--- src/rtl/fifo_pkg.sv ---
// rtl/fifo_pkg.sv - shared constants and helpers for the FIFO read-side drain engine
package fifo_pkg;

    localparam int         DATA_SIZE_DEF = 32;
    localparam logic [1:0] SKID_DEPTH    = 2'd2;

    function automatic int clog2(input int value);
        int r;
        r = 0;
        for (int v = value - 1; v > 0; v = v >> 1) begin
            r = r + 1;
        end
        return r;
    endfunction

endpackage

--- src/rtl/fifo_rd_stream_if.sv ---
// rtl/fifo_rd_stream_if.sv - FIFO read port plus outgoing valid/ready stream
interface fifo_rd_stream_if #(
    parameter int DATA_SIZE = fifo_pkg::DATA_SIZE_DEF
);

    logic                 f_empty;
    logic [DATA_SIZE-1:0] f_rdata;
    logic                 f_ren;
    logic                 m_valid;
    logic                 m_ready;
    logic [DATA_SIZE-1:0] m_data;
    logic                 m_last;

    // master: the drain engine; slave: the FIFO and downstream consumer
    modport master (
        input  f_empty,
        input  f_rdata,
        input  m_ready,
        output f_ren,
        output m_valid,
        output m_data,
        output m_last
    );

    modport slave (
        output f_empty,
        output f_rdata,
        output m_ready,
        input  f_ren,
        input  m_valid,
        input  m_data,
        input  m_last
    );

endinterface

--- src/rtl/fifo_rd_stream_skid_buf2.sv ---
// rtl/fifo_rd_stream_skid_buf2.sv - two-entry register FIFO; head entry drives dout
module skid_buf2
    import fifo_pkg::*;
#(
    parameter int WIDTH = DATA_SIZE_DEF
) (
    input  logic             clk,
    input  logic             rst_n,
    input  logic             push,
    input  logic [WIDTH-1:0] din,
    input  logic             pop,
    output logic [WIDTH-1:0] dout,
    output logic [1:0]       occ
);

    logic [WIDTH-1:0] head;
    logic [WIDTH-1:0] tail;
    logic             pop_ok;
    logic             push_ok;

    assign pop_ok  = pop && (occ != 2'd0);
    assign push_ok = push && ((occ != SKID_DEPTH) || pop_ok);
    assign dout    = head;

    always_ff @(posedge clk or negedge rst_n) begin
        if (!rst_n) begin
            head <= '0;
            tail <= '0;
            occ  <= 2'd0;
        end else begin
            unique case ({push_ok, pop_ok})
                2'b10: begin
                    if (occ == 2'd0) head <= din;
                    else             tail <= din;
                    occ <= occ + 2'd1;
                end
                2'b01: begin
                    if (occ == SKID_DEPTH) head <= tail;
                    occ <= occ - 2'd1;
                end
                // Simultaneous push and pop keeps occupancy; the new word queues behind.
                2'b11: begin
                    if (occ == 2'd1) begin
                        head <= din;
                    end else begin
                        head <= tail;
                        tail <= din;
                    end
                end
                default: begin
                end
            endcase
        end
    end

endmodule

--- src/rtl/fifo_rd_stream.sv ---
// rtl/fifo_rd_stream.sv - drains the async FIFO read port into a packetised valid/ready stream
module fifo_rd_stream
    import fifo_pkg::*;
#(
    parameter int DATA_SIZE = DATA_SIZE_DEF,
    parameter int PKT_LEN   = 16,
    parameter int CNT_SIZE  = 16
) (
    input  logic                r_clk,
    input  logic                r_rstn,
    input  logic                en,
    fifo_rd_stream_if.master    s,
    output logic [CNT_SIZE-1:0] pkt_cnt,
    output logic                busy
);

    localparam int BCNT_W = (clog2(PKT_LEN) > 1) ? clog2(PKT_LEN) : 1;
    localparam logic [BCNT_W-1:0] LAST_BEAT = BCNT_W'(PKT_LEN - 1);

    logic [1:0]        occ;
    logic              beat;
    logic [BCNT_W-1:0] bcnt;

    // Pop decision uses only registered occupancy, never m_ready; held off during reset.
    assign s.f_ren   = r_rstn && en && !s.f_empty && (occ < SKID_DEPTH);
    assign s.m_valid = (occ != 2'd0);
    assign beat      = s.m_valid && s.m_ready;
    assign s.m_last  = s.m_valid && (bcnt == LAST_BEAT);
    assign busy      = s.m_valid || (bcnt != '0);

    skid_buf2 #(
        .WIDTH (DATA_SIZE)
    ) u_skid (
        .clk   (r_clk),
        .rst_n (r_rstn),
        .push  (s.f_ren),
        .din   (s.f_rdata),
        .pop   (beat),
        .dout  (s.m_data),
        .occ   (occ)
    );

    always_ff @(posedge r_clk or negedge r_rstn) begin
        if (!r_rstn) begin
            bcnt    <= '0;
            pkt_cnt <= '0;
        end else if (beat) begin
            if (bcnt == LAST_BEAT) begin
                bcnt    <= '0;
                pkt_cnt <= pkt_cnt + 1'b1;
            end else begin
                bcnt <= bcnt + 1'b1;
            end
        end
    end

endmodule

--- src/flat_wrapper.sv ---
// flat-port wrapper written by rule: the top's interface ports become plain ports
module fifo_rd_stream_flat import fifo_pkg::*;
#(
    parameter int DATA_SIZE = DATA_SIZE_DEF,
    parameter int PKT_LEN   = 16,
    parameter int CNT_SIZE  = 16
)
  (r_clk, r_rstn, en, pkt_cnt, busy, s_f_empty, s_f_rdata, s_m_ready, s_f_ren, s_m_valid, s_m_data, s_m_last);
  fifo_rd_stream_if #(.DATA_SIZE(DATA_SIZE)) s_i ();
  input  logic r_clk;
  input  logic r_rstn;
  input  logic en;
  output logic [CNT_SIZE-1:0] pkt_cnt;
  output logic busy;
  input wire logic [$bits(s_i.f_empty)-1:0] s_f_empty;
  input wire logic [$bits(s_i.f_rdata)-1:0] s_f_rdata;
  input wire logic [$bits(s_i.m_ready)-1:0] s_m_ready;
  output wire logic [$bits(s_i.f_ren)-1:0] s_f_ren;
  output wire logic [$bits(s_i.m_valid)-1:0] s_m_valid;
  output wire logic [$bits(s_i.m_data)-1:0] s_m_data;
  output wire logic [$bits(s_i.m_last)-1:0] s_m_last;
  assign s_i.f_empty = s_f_empty;
  assign s_i.f_rdata = s_f_rdata;
  assign s_i.m_ready = s_m_ready;
  assign s_f_ren = s_i.f_ren;
  assign s_m_valid = s_i.m_valid;
  assign s_m_data = s_i.m_data;
  assign s_m_last = s_i.m_last;
  fifo_rd_stream #(.DATA_SIZE(DATA_SIZE), .PKT_LEN(PKT_LEN), .CNT_SIZE(CNT_SIZE)) u_core (.r_clk(r_clk), .r_rstn(r_rstn), .en(en), .s(s_i), .pkt_cnt(pkt_cnt), .busy(busy));
endmodule
--- config.mk ---
export PLATFORM = sky130hd
export DESIGN_NAME = fifo_rd_stream_flat
export DESIGN_NICKNAME = d
export VERILOG_FILES = /design/src/rtl/fifo_pkg.sv /design/src/rtl/fifo_rd_stream_if.sv /design/src/rtl/fifo_rd_stream_skid_buf2.sv /design/src/rtl/fifo_rd_stream.sv /design/src/flat_wrapper.sv
export SDC_FILE = /design/constraint.sdc
export NUM_CORES = 1
export LEC_CHECK = 0
export CAP_MARGIN = 10
export CORE_MARGIN = 3
export CORE_UTILIZATION = 30
export DETAILED_ROUTE_END_ITERATION = 10
export GPL_TIMING_DRIVEN = 0
export PLACE_DENSITY = 0.5
export SYNTH_ARGS = -nofsm -noshare
export SYNTH_HDL_FRONTEND = slang
export SYNTH_HIERARCHICAL = 1
export SYNTH_SLANG_ARGS = --single-unit
export TNS_END_PERCENT = 1
--- constraint.sdc ---
create_clock -name r_clk -period 2.8 [get_ports r_clk]
set_clock_uncertainty 0.15 [all_clocks]
set_input_delay 0.42 -clock r_clk [delete_from_list [all_inputs] [get_ports r_clk]]
set_output_delay 0.42 -clock r_clk [all_outputs]
set_load 0.02 [all_outputs]
==> results.md <==
* CTS max path bufs at 2
* DRT met1 WL at 5.037 mm
* DR vias at 3,147
* Mean Syn Cell Area at 11.98 µm²
* Power, Total at 6.084 mW
* Worst Hold Slack at 327.5 ps
* DR iter-0 viols at 145
* Classification of the worst-slack hold path: reg -> reg
* Total number of H-tree levels at 3
* Xor-xnor portion of the synthesized cell area at 3.463%
* Synth top area cells: dfrtp_1 (50%), mux2_4 (10%), a31oi_2 (8.7%)
* FILL cells at 1,326
* #FFs+latches synth at 86
* TritonCTS clock tree: done
* Final nets at 504
* RR Endpoint: u_core/u_skid/dout[13]
* CP Class: reg -> out
* Area growth syn-to-layout at 33.76%
* Yosys warnings at 6
* Synth Area in Compound Gates at 18.34%
* Final Hold Viols at 0
* Worst Max-Slew Pin Slew at 551.1 ps
* Final RePlAce weighted congestion at 0.7130
* Area of the multi-input gates at 0.001958 mm²
* Min-Delay Endpoint: u_core/pkt_cnt[15]
* Cells after DPL at 628
* Count leader, synth: dfrtp_1
* First drt pass iteration count at 4
* CORE AREA at 0.01393 mm²
* Starting Density at 30.85%
* Ports at 89
* Post-synth EDFFs at 0
* Final setup vio count at 0
* Synth top area share at 50.06%
* PortBufs at 88
* P per Cell Area at 1058 mW/mm²
* Max Fclk at 0.3860 GHz
* Remaining antenna violation count after routing at 0
* Finished layout cell area at 0.005751 mm²
* Worst slack, placed at -98.22 ps
* Unrepaired setup endpoints after global routing: no
* Worst-Skew Late Latency at 340 ps
* Num rows at 43
* Total global-route track usage at 14.32%
* Crit start category: register
* CP arrival at 2020 ps
* Cell taking the most area after synthesis: dfrtp_1
* Main combinational cell family by area after synthesis: compound AO/OA/AOI/OAI gates
* Worst Setup End Kind: primary output
* Leakage at 2.387 nW
* R2r setup slk at 350 ps
* Share of layout cells above drive strength 1 at 21.34%
* Count of different cell masters after synthesis at 37
* Seq. cell area at 0.002152 mm²
* Worst Hold Launch: u_core/pkt_cnt[15]
* Vias in the first global route at 3,289
* Slew margin rel. at 63.26%
* # DRC at 0
* Top_reg_cell synth: dfrtp_1
* Slew Viols, Final at 0
* Post-synth ARST share at 100.0%
* Post-Synth Adder-Cell Area at 1.746%
* Synth Cell Area at 0.004299 mm²
* Met2 WL post-DR at 4.980 mm
* Die Ht at 125.7 µm
* Final period util at 92.53%
* WP data required at 2230 ps
* Multiplexer area fraction after synthesis at 11.73%
* Post-synth top cells: dfrtp_1 (86), nand3_1 (39), a21oi_1 (35), o21ai_0 (35)
* Setup ws final at 209.0 ps
* Gr ovfl total at 0
* Outcome: finished clean
* Non-Filler Instances at 644
* WL met3 at 544 µm
* CTS clk-pin slew, worst paths at 60 ps
* Clock sink count at 86
* Num CTS Buffers at 9
* Placed Area at 0.005430 mm²
* Worst vdd ir at 0.0003945 V
* Post-Synthesis Cells at 359
* Antenna diodes at 0
* Sequential share of the synthesized area at 50.06%
* Avg WL per Cell at 16.73 µm
* Max cap viols at 0
* CP Max Fanout at 7
* Worst hold path stage count at 1
* Uppermost layer routed: met4
* DR vias/cell at 4.887
* Fin crit period at 2591 ps
* Number of antenna violations at the first check in global routing at 0
* Largest net degree at the start of global routing at 54
* FF-to-FF Start: u_core/u_skid/occ[1]
* Global-route wire length before repair at 17.75 mm
* Die X at 125.7 µm
* Reg2Reg Depth at 6
* Root Buffer: clkbuf_16
* Mapped Nets at 402
* Total wire length at 10.77 mm
* Die Area at 0.01580 mm²
* Hpwl dp at 7.284 mm
* Simple-Gate Fraction of Synth Area at 10.27%
==> area by class of cell <==
class | count | share of cell area, %
tap | 180 | 3.916
sequential | 86 | 37.42
buffer | 27 | 2.959
clock inverter | 1 | 0.5222
timing repair buffer | 91 | 16.28
inverter | 5 | 0.3264
multi-input combinational | 241 | 34.05
clock buffer | 13 | 4.526
==> flip-flops by register name, summed over array words and instances (netlist names) <==
register,cells
u_core/bcnt,4
u_core/pkt_cnt,16
u_core/u_skid/dout,32
u_core/u_skid/occ,2
u_core/u_skid/tail,32
==> cells by family after synthesis <==
logic type      Yosys count
simple gates             77
compound gates          106
xor+xnor                 17
buf+inv                  32
mux                      35
fa+ha+maj                 6
flops                    86
==> where the power goes <==
group,leakage [nW],total (mW),internal (mW),switching (mW)
logic,1.20,2.76,1.37,1.39
registers,1.05,2.12,1.77,0.352
clock network,0.142,1.20,0.731,0.470
==> metrics by stage <==
step / utilization, % / TNS (ps)
5_1_grt: 41.27 / 0
2_1_floorplan: - / 0
3_3_place_gp: 38.79 / -398680
6_report: 41.27 / 0
4_1_cts: 41.27 / 0
3_5_place_dp: 38.97 / -1559
==> worst max path at each step <==
| stage | start | end |
|---|---|---|
| floorplan | u_core/u_skid/occ[1] | u_core/u_skid/dout[28] |
| global placement | r_rstn | u_core/u_skid/dout[11] |
| detailed placement | r_rstn | u_core/u_skid/dout[15] |
| CTS | u_core/u_skid/occ[1] | s_f_ren |
| global route | u_core/u_skid/occ[1] | s_f_ren |
| finish | u_core/u_skid/occ[1] | s_f_ren |
==> worst max-delay path: stages (launching register included) <==
cell and delay, ps:
dfrtp_1 480, nor4bb_1 500, clkdlybuf4s50_1 710
==> metal layers <==
metal / vias to the layer above / track usage, %
li1: 1502 / -
met3: 12 / 3.435
met2: 73 / 22.25
met1: 1560 / 19.19
met5: - / 0
met4: 0 / 5.995
==> what timing repair did <==
action	in CTS	in global routing
endpoints found under the setup margin	0	0
setup buffers	0	0
hold buffers	2	0
gates resized for setup	0	0
endpoints found under the hold margin	33	0
==> cells in the final DEF (no fill, tap or decap), types with 3 or more instances in the layout <==
| cell type | synthesis | final |
|---|---|---|
| o21ai_0 | 35 | 35 |
| dfrtp_1 | 86 | 86 |
| a21oi_1 | 35 | 35 |
| nand2_1 | 14 | 14 |
| xor2_1 | 4 | 4 |
| nor2_1 | 3 | 3 |
| and3_1 | 3 | 3 |
| ha_1 | 6 | 6 |
| clkbuf_1 | 12 | 14 |
| xnor2_1 | 13 | 13 |
| mux2_4 | 30 | 30 |
| nand4_1 | 3 | 3 |
| a31oi_2 | 30 | 30 |
| clkbuf_16 | 0 | 9 |
| inv_1 | 5 | 5 |
| buf_2 | 5 | 5 |
| buf_6 | 8 | 8 |
| nand3_1 | 39 | 39 |
| clkdlybuf4s50_1 | 0 | 87 |
Note: power is estimated with default switching activity, not from simulation.
